===== src/rtl/cache_dma_pkg.sv =====
// Shared types and helpers for the cache block DMA engine and its bus packet format.
package cache_dma_pkg;

  typedef enum logic [1:0] {
    StIdle,
    StIssue,
    StDrain,
    StResp
  } cache_dma_state_e;

  localparam int unsigned WordBits = 32;

  // Bus packet is {we, addr[31:0], wdata[data_words*32-1:0]}, we in the MSB.
  function automatic int unsigned cache_bus_pkt_width(input int unsigned data_words);
    return 1 + 32 + data_words * WordBits;
  endfunction

  function automatic int unsigned block_offset_bits(input int unsigned block_words);
    return $clog2(block_words * 4);
  endfunction

endpackage


===== src/rtl/cache_dma.sv =====
// Block fill/writeback engine: splits one cache block request into bus beats,
// reassembles returned read beats and hands the block back to the cache.
module cache_dma
  import cache_dma_pkg::*;
#(
  parameter int unsigned block_width_p = 4,
  parameter int unsigned dma_data_width_p = 1,
  localparam int unsigned cache_bus_pkt_width_lp = cache_bus_pkt_width(dma_data_width_p)
) (
  input  logic                                clk_i,
  input  logic                                nreset_i,
  input  logic                                req_valid_i,
  output logic                                req_ready_o,
  input  logic                                req_we_i,
  input  logic [31:0]                         req_addr_i,
  input  logic [block_width_p*WordBits-1:0]   req_wdata_i,
  output logic                                resp_valid_o,
  input  logic                                resp_yumi_i,
  output logic [block_width_p*WordBits-1:0]   resp_data_o,
  output logic                                cb_valid_o,
  input  logic                                cb_yumi_i,
  output logic [cache_bus_pkt_width_lp-1:0]   cb_pkt_o,
  input  logic                                cb_valid_i,
  input  logic [dma_data_width_p*WordBits-1:0] cb_data_i
);

  localparam int unsigned beats_lp = block_width_p / dma_data_width_p;
  localparam int unsigned cnt_w_lp = $clog2(beats_lp) + 1;
  localparam int unsigned beat_bits_lp = dma_data_width_p * WordBits;
  localparam int unsigned off_lp = block_offset_bits(block_width_p);
  localparam logic [31:0] align_mask_lp = ~((32'd1 << off_lp) - 32'd1);
  localparam logic [31:0] beat_bytes_lp = 32'(dma_data_width_p * 4);
  localparam logic [cnt_w_lp-1:0] last_beat_lp = cnt_w_lp'(beats_lp - 1);
  localparam logic [cnt_w_lp-1:0] all_beats_lp = cnt_w_lp'(beats_lp);

  if (block_width_p % dma_data_width_p != 0) begin : g_bad_cfg
    $error("cache_dma: dma_data_width_p must divide block_width_p");
  end

  typedef struct packed {
    logic                    we;
    logic [31:0]             addr;
    logic [beat_bits_lp-1:0] wdata;
  } cache_bus_pkt_t;

  cache_dma_state_e state_q, state_d;
  logic                              we_q;
  logic [31:0]                       addr_q;
  logic [block_width_p*WordBits-1:0] wdata_q, data_q;
  logic [cnt_w_lp-1:0]               tx_cnt_q, rx_cnt_q;
  logic                              accept, tx_fire, rx_fire, rx_last;
  cache_bus_pkt_t                    pkt;

  assign accept  = req_valid_i & req_ready_o;
  assign tx_fire = (state_q == StIssue) & cb_yumi_i;
  // Return beats only count while a read is in flight and the block is not yet full.
  assign rx_fire = cb_valid_i & ~we_q & ((state_q == StIssue) | (state_q == StDrain))
                 & (rx_cnt_q != all_beats_lp);
  assign rx_last = rx_fire & (rx_cnt_q == last_beat_lp);

  always_ff @(posedge clk_i or negedge nreset_i) begin
    if (!nreset_i) begin
      state_q  <= StIdle;
      we_q     <= 1'b0;
      addr_q   <= '0;
      wdata_q  <= '0;
      data_q   <= '0;
      tx_cnt_q <= '0;
      rx_cnt_q <= '0;
    end else begin
      state_q <= state_d;
      if (accept) begin
        we_q     <= req_we_i;
        addr_q   <= req_addr_i & align_mask_lp;
        wdata_q  <= req_wdata_i;
        tx_cnt_q <= '0;
        rx_cnt_q <= '0;
      end else begin
        if (tx_fire) tx_cnt_q <= tx_cnt_q + cnt_w_lp'(1);
        if (rx_fire) begin
          rx_cnt_q <= rx_cnt_q + cnt_w_lp'(1);
          data_q[rx_cnt_q*beat_bits_lp +: beat_bits_lp] <= cb_data_i;
        end
      end
    end
  end

  always_comb begin
    state_d = state_q;
    case (state_q)
      StIdle:  if (accept) state_d = StIssue;
      StIssue: begin
        if (tx_fire && (tx_cnt_q == last_beat_lp)) begin
          if (we_q || (rx_cnt_q == all_beats_lp) || rx_last) state_d = StResp;
          else state_d = StDrain;
        end
      end
      StDrain: if (rx_last) state_d = StResp;
      StResp:  if (resp_yumi_i) state_d = StIdle;
      default: state_d = StIdle;
    endcase
  end

  always_comb begin
    pkt.we    = we_q;
    pkt.addr  = addr_q + 32'(tx_cnt_q) * beat_bytes_lp;
    pkt.wdata = wdata_q[tx_cnt_q*beat_bits_lp +: beat_bits_lp];
  end

  assign req_ready_o  = (state_q == StIdle);
  assign cb_valid_o   = (state_q == StIssue);
  assign resp_valid_o = (state_q == StResp);
  assign cb_pkt_o     = pkt;
  assign resp_data_o  = data_q;

  stray_beat_a : assert property (@(posedge clk_i) disable iff (!nreset_i)
    cb_valid_i |-> (!we_q && ((state_q == StIssue) || (state_q == StDrain))))
    else $error("cache_dma: cb_valid_i outside an active read");

endmodule


===== config.mk =====
export PLATFORM = sky130hd
export DESIGN_NAME = cache_dma
export DESIGN_NICKNAME = d
export VERILOG_FILES = /design/src/rtl/cache_dma_pkg.sv /design/src/rtl/cache_dma.sv
export SDC_FILE = /design/constraint.sdc
export NUM_CORES = 1
export LEC_CHECK = 0
export ABC_AREA = 1
export ABC_CLOCK_PERIOD_IN_PS = 3200
export CORE_AREA = 3 3 186 188
export DETAILED_ROUTE_END_ITERATION = 10
export DIE_AREA = 0 0 189 191
export PLACE_DENSITY = 0.69
export SLEW_MARGIN = 25
export SYNTH_ARGS = -nofsm -noshare
export SYNTH_HDL_FRONTEND = slang
export SYNTH_SLANG_ARGS = --single-unit

===== constraint.sdc =====
create_clock -name clk_i -period 3.2 [get_ports clk_i]
set_clock_uncertainty 0.15 [all_clocks]
set_input_delay 0.64 -clock clk_i [delete_from_list [all_inputs] [get_ports clk_i]]
set_output_delay 0.64 -clock clk_i [all_outputs]
set_load 0.01 [all_outputs]

==> summary.md, run 1 <==
| Metric | Value |
|---|---|
| Clock share of power | 0.228 |
| Reg2reg path depth | 8 |
| Req. time, crit path | approximately 2.4 ns |
| Sw frac | 0.391 |
| Most common cell in the netlist | nand2_1 |
| Final setup viols | 0 |
| DP HPWL | approximately 30 mm |
| Post-Syn Area per Cell | 8.07 um2 |
| Worst hold margin | about 0.32 ns |
| Startpoint types | flop |
| Post-synth EDFFs | 0 |
| Flop pwr share | 0.328 |
| Mux cell area share after synthesis | 0 |
| Worst flop-to-flop path startpoint | state_q[0] |
| Hold WC Path Type | flop to flop |
| Gp weighted congestion | ~0.9 |
| Hold path cells | 2 |
| Core ar. | 33300 um2 |
| Maxcap violations | 0 |
| Synth area leaders | dfrtp_1 (52%), nand2_1 (20%), nor2_1 (5.3%), o21ai_2 (5.1%), o21ai_0 (2.5%) |
| Final min period | roughly 3.1 ns |
| Critical Path Sink Type | primary output |
| Top_reg_cell synth | dfrtp_1 |
| Layout Nets | between 2000 and 2500 |
| Seq cells post-synth | approximately 300 |
| RSZ-0062 raised after global routing | true |
| Slew headroom | 0.411 |
| R2R Setup Slk | 0.73 ns |
| Post-synthesis sequential area ratio | 0.518 |
| Clock root buffer | clkbuf_16 |
| Synth top area share | 0.518 |
| Synth Area in Adders | 0.0124 |
| Die Y | around 190 um |
| DR WL/cell | about 18 um |
| Distinct cells, synth | 36 |
| First-pass GRT wire length | about 72 mm |
| CTS HTree Levels | 2 |
| Vias in the first global route | 12841 |
| Compound-gate portion of the synthesized area | 0.0939 |
| Outcome | completed |
| Max Fclk | about 0.32 GHz |
| CP arrival | 2.34 ns |
| Clock buffer count from CTS | 34 |
| Hold wc startpoint | resp_data_o[15] |
| Placed inst area | 18300 um2 |
| DRC viols | 0 |
| Cell Pwr Density | slightly below 900 nW/um2 |
| Worst-Skew Late Latency | slightly below 0.5 ns |
| Final Max Slew Viols | 0 |
| Vias | roughly 13000 |
| Largest family of logic cells by synthesized area | simple AND/OR/NAND/NOR gates |
| Sink Count | between 200 and 300 |
| # rows | 67 |
| Xor-xnor portion of the synthesized cell area | 0.00928 |
| Synth warnings | 0 |
| GRT Util Overall | 0.248 |
| Routed Antenna Nets | 0 |
| Peak VDD IR | roughly 0.5 mV |
| Antenna violations before repair | 5 |
| Power Total | about 18 mW |
| Critical path type | flop to primary output |
| Synth Area in Simple Gates | 0.304 |
| Die ar. | about 36000 um2 |
| Comb pwr share | 0.443 |
| Vias per cell | around 5 |
| Share of cells above drive strength 1 | 0.102 |
| Area growth, synth to finish | 39.5% |
| I/O Pins | between 300 and 400 |
| Yosys top cell by area | dfrtp_1 |
| Largest net degree at the start of global routing | 117 |
| Clock Path Buffers | 3 |
| Die Wd | approximately 190 um |
| Slew @ Worst Pin | ~0.9 ns |
| Final period util | 0.979 |
| Ys async rst share | 1.00 |
| Reg-to-Reg End | resp_data_o[96] |
| Internal Power | 10.7 mW |
| GRT overflow | 0 |
| Cell Area, Synth | roughly 14000 um2 |
| CTS tree | done |
| Clk slew on worst S/H paths | about 0.06 ns |
| NetSw | around 6.8 mW |
| DRT Pass-1 Iters | 5 |
| Min-Delay Endpoint | resp_data_o[15] |
| Top post-synthesis cells by count | nand2_1 (758), dfrtp_1 (293), nor2_1 (201), o21ai_2 (83), o21ai_0 (70) |
| Port bufs | 388 |
| Leakage | between 9 and 10 nW |
| Hold Vio Cnt, Final | 0 |
| WL final | around 46 mm |
| Initial core utilization | 0.425 |
| Synthesized instance count | ~1800 |
| Peak fanout along the critical path | 28 |
| Post-route cell area | a little under 20000 um2 |
| DRT iter0 DRCs | a little over 900 |
power by group through the flow:
stage,clock (mW),combinational (mW),sequential (mW)
6_report,3.99,7.76,5.75
5_1_grt,4.23,8.56,5.89
4_1_cts,4.07,7.65,5.71
3_5_place_dp,0,7.55,5.76
3_3_place_gp,0,7.45,5.71
2_1_floorplan,0,4.27,5.67
flip-flops by register name, indices dropped and copies added (netlist names):
| name | count |
|---|---|
| resp_data_o | 128 |
| wdata_q | 128 |
| addr_q | 28 |
| rx_cnt_q | 3 |
| tx_cnt_q | 3 |
| state_q | 2 |
| we_q | 1 |
stage by stage:
stage | instances | TNS (ns) | utilization | setup slack, ns
floorplan | 1755 | 0 | - | 0.900
global placement | 2507 | 0 | 0.549 | 0.378
detailed placement | 2507 | 0 | 0.549 | 0.359
CTS | 2569 | -0.0112 | 0.586 | -0.00848
global route | 2578 | -0.0136 | 0.593 | -0.00475
finish | 2581 | 0 | 0.593 | 0.0672
worst max-delay path: stages (launching register included):
cell	delay, ns
dfrtp_2	0.47
buf_12	0.14
clkbuf_16	0.21
nor2_1	0.07
nor2_1	0.13
o21ai_1	0.09
a21oi_1	0.12
clkdlybuf4s50_1	0.61
worst max-delay path by stage:
stage | start | cells after the start | endpoint
after global routing | addr_q[4] | 9 | cb_pkt_o[58]
after global placement | tx_cnt_q[2] | 7 | cb_pkt_o[50]
final | tx_cnt_q[0] | 7 | cb_pkt_o[31]
after detailed placement | addr_q[4] | 7 | cb_pkt_o[50]
after floorplan | rx_cnt_q[0] | 13 | resp_data_o[31]
after CTS | addr_q[4] | 9 | cb_pkt_o[60]
logic make-up after synthesis:
logic type                 after synthesis
and+or+nand+nor                       1065
xor gates and xnor gates                15
adders and majority gates               14
other                                    1
AOI/OAI and AO/OA                      202
DFF                                    293
buffers and inverters                  164
layer usage:
layer / vias to the layer above / routed length (um) / part of all wire / GRT usage
li1: 6221 / - / - / -
met1: 6186 / 19300 / 0.42 / 0.320
met2: 483 / 21500 / 0.46 / 0.402
met3: 58 / 4710 / 0.10 / 0.0889
met4: 8 / 841 / 0.018 / 0.0550
met5: - / 57 / 0.0012 / 0
cell usage in the layout, fill, tap and decap left out, types with 7 or more instances in the layout:
cell type and count:
inv_1 43, dlymetal6s2s_1 18, xor2_1 9, nand3b_1 11, nand3_1 40, buf_4 18
o21ai_2 83, nor2_1 195, buf_12 12, nand2_1 756, o21ai_0 70, a21oi_1 32
o21ai_1 12, nand4_1 34, clkbuf_1 7, dfrtp_1 290, nor2_4 7, clkbuf_8 9
clkbuf_16 40, ha_1 12, clkdlybuf4s50_1 368
what timing repair did:
item                                   4_1_cts  5_1_grt
pin swaps                                    0        1
resized for setup                            7       36
endpoints found under the hold margin       51        0
hold buffers                                 1        0
setup buffers                                0        6
setup endpoints to repair                   11       31
gates cloned                                 1        3
area by class of cell:
type | count | area (um2)
multi-input combinational | 1298 | 6020
sequential | 293 | 7340
antenna | 3 | 7.51
timing repair buffer | 424 | 4440
inverter | 55 | 224
fill | 2952 | 13500
clock buffer | 53 | 1080
tap | 448 | 561
clock inverter | 7 | 85.1
(Power assumes the default switching activity.)
==> run 2, diff against run 1 <==
Settings changed: ABC_CLOCK_PERIOD_IN_PS 3200 to 3500, PLACE_DENSITY 0.69 to 0.71, SKIP_CTS_REPAIR_TIMING from default to 1.
Clock period 3.2 ns to 3.5 ns, I/O delays scaled along.
==> summary.md, run 2 (same netlist as run 1, synthesis figures left out) <==
| Metric | Value |
|---|---|
| Worst flop-to-flop path startpoint | rx_cnt_q[0] |
| CTS HTree Levels | 2 (unchanged) |
| Slew headroom | 0.392 (-0.0186) |
| Critical path type | flop to primary output |
| Final Max Slew Viols | 0 (unchanged) |
| Area growth, synth to finish | 37.2% |
| GRT overflow | 0 (unchanged) |
| Initial core utilization | 0.425 (unchanged) |
| Hold wc startpoint | resp_data_o[19] |
| Die Y | 191 um (unchanged) |
| Hold Vio Cnt, Final | 0 (unchanged) |
| Antenna violations before repair | 6 (+1) |
| Clock Path Buffers | 3 (unchanged) |
| CTS tree | done |
| Vias | 13005 (+0.38%) |
| Port bufs | 388 (unchanged) |
| Vias in the first global route | 13056 (+1.7%) |
| Crit-path slowest cell | clkdlybuf4s50_1 |
| Layout Nets | 2302 (-0.73%) |
| DRT iter0 DRCs | 844 (-8.5%) |
| Max Fclk | 0.296 GHz |
| # rows | 67 (unchanged) |
| Max incr delay on CP | 0.52 ns (-0.09 ns) |
| Gp weighted congestion | 0.881 (+0.36%) |
| Cell Pwr Density | 816 nW/um2 (-8.0%) |
| Peak VDD IR | 0.566 mV (+16%) |
| Clock buffer count from CTS | 35 (+2.9%) |
| Final period util | 0.965 |
| Worst-Skew Late Latency | 0.50 ns (about the same) |
| Critical Path Sink Type | primary output |
| CP startpoint | tx_cnt_q[0] |
| First-pass GRT wire length | 71.3 mm (-0.56%) |
| Clk slew on worst S/H paths | 0.06 ns (about the same) |
| Commonest non-fill, non-tap cell in the layout | nand2_1 |
| CP arrival | 2.53 ns (+0.19 ns) |
| Final min period | around 3.4 ns |
| Die Wd | 189 um (unchanged) |
| Util after Layout | 0.583 (-0.00992) |
| Leakage | 9.14 nW (-3.7%) |
| DR WL/cell | 17.5 um (-2.5%) |
| Hold WC Path Type | flop to flop |
| Delay-heaviest family, CP | buffers and inverters |
| Vias per cell | 5.07 (+0.96%) |
| Peak fanout along the critical path | 57 (+100%) |
| Worst-path cell chain | clkinv_1 -> buf_12 -> o21ai_0 -> a21oi_1 -> clkdlybuf4s50_1 |
| GRT Util Overall | 0.245 (-0.00279) |
| Largest net degree at the start of global routing | 136 (+16%) |
| CP bufs+invs | 3 (unchanged) |
| Maxcap violations | 0 (unchanged) |
| Core ar. | 33300 um2 (unchanged) |
| Outcome | completed |
| Req. time, crit path | 2.65 ns (+0.24 ns) |
| Sink Count | 293 (unchanged) |
| Clock root buffer | clkbuf_16 |
| WL final | 45.0 mm (-3.1%) |
| Routed Antenna Nets | 0 (unchanged) |
| Slew @ Worst Pin | 0.912 ns (+0.0279 ns) |
| DRC viols | 0 (unchanged) |
| Final setup viols | 0 (unchanged) |
| Startpoint types | flop |
| Post-Route Setup TNS | 0 ns (unchanged) |
| Most frequent cells in the layout | nand2_1 (757), clkdlybuf4s50_1 (386), dfrtp_1 (292), nor2_1 (200), o21ai_2 (83) |
| DRT Pass-1 Iters | 5 (unchanged) |
| DP HPWL | 30.4 mm (-0.20%) |
| I/O Pins | 395 (unchanged) |
| Die ar. | 36100 um2 (unchanged) |
| Worst hold margin | 0.319 ns (+0.00339 ns) |
| Share of cells above drive strength 1 | 0.0908 (-0.0115) |
run 2: changes by cell type in the layout (fill, tap and decap cells not counted), sizes merged, moves of 5 or more:
cell	previous run	this run
clkdlybuf4s50	368	386
clkinv	6	11
clkbuf	56	46
buf	32	18
dlymetal6s2s	18	1
run 2: final cells by class:
cell class	count	area [um2]
antenna	4	10.0
timing repair buffer	406	4130
inverter	55	215
tap	448	561
sequential	293	7330
clock inverter	16	191
multi-input combinational	1298	5980
fill	2937	13900
clock buffer	46	1000
run 2: per-stage QoR:
step	cells	power (mW)	instance area (um2)	setup WS [ns]
6_report	2566	15.8	19400	0.123
5_1_grt	2564	16.9	19400	-0.000602
4_1_cts	2561	16.0	19400	-0.0889
3_5_place_dp	2499	12.1	18200	0.445
3_3_place_gp	2499	12.0	18200	0.525
2_1_floorplan	1755	9.09	14200	1.17
run 2: final timing paths:
kind	endpoint	slack, ns	cells past startpoint
max	cb_pkt_o[31]	0.12	5
min	resp_data_o[19]	0.32	2
max reg2reg	resp_data_o[71]	0.75	9
min reg2reg	resp_data_o[19]	0.32	2
max in group asynchronous	resp_data_o[115]	1.79	3
min in group asynchronous	addr_q[31]	0.50	2
run 2: metal layers:
layer	track usage	wire length [um]
met4	0.0753	1250
met2	0.391	20600
met5	0	48
met1	0.317	18700
met3	0.0829	4430
run 2: worst register-to-register path, delay by kind of cell, from the launching register on:
family	cells	cell delay [ns]
AND/OR/NAND/NOR	4	0.97
adder cells (fa/ha/maj)	2	0.57
flip-flops	1	0.40
AO/OA/AOI/OAI	1	0.10
buffers and inverters	2	0.46
run 2: where the power goes:
part,internal (mW),switching [mW]
clock,2.31,1.44
sequential,4.50,0.742
combinational,2.84,4.01
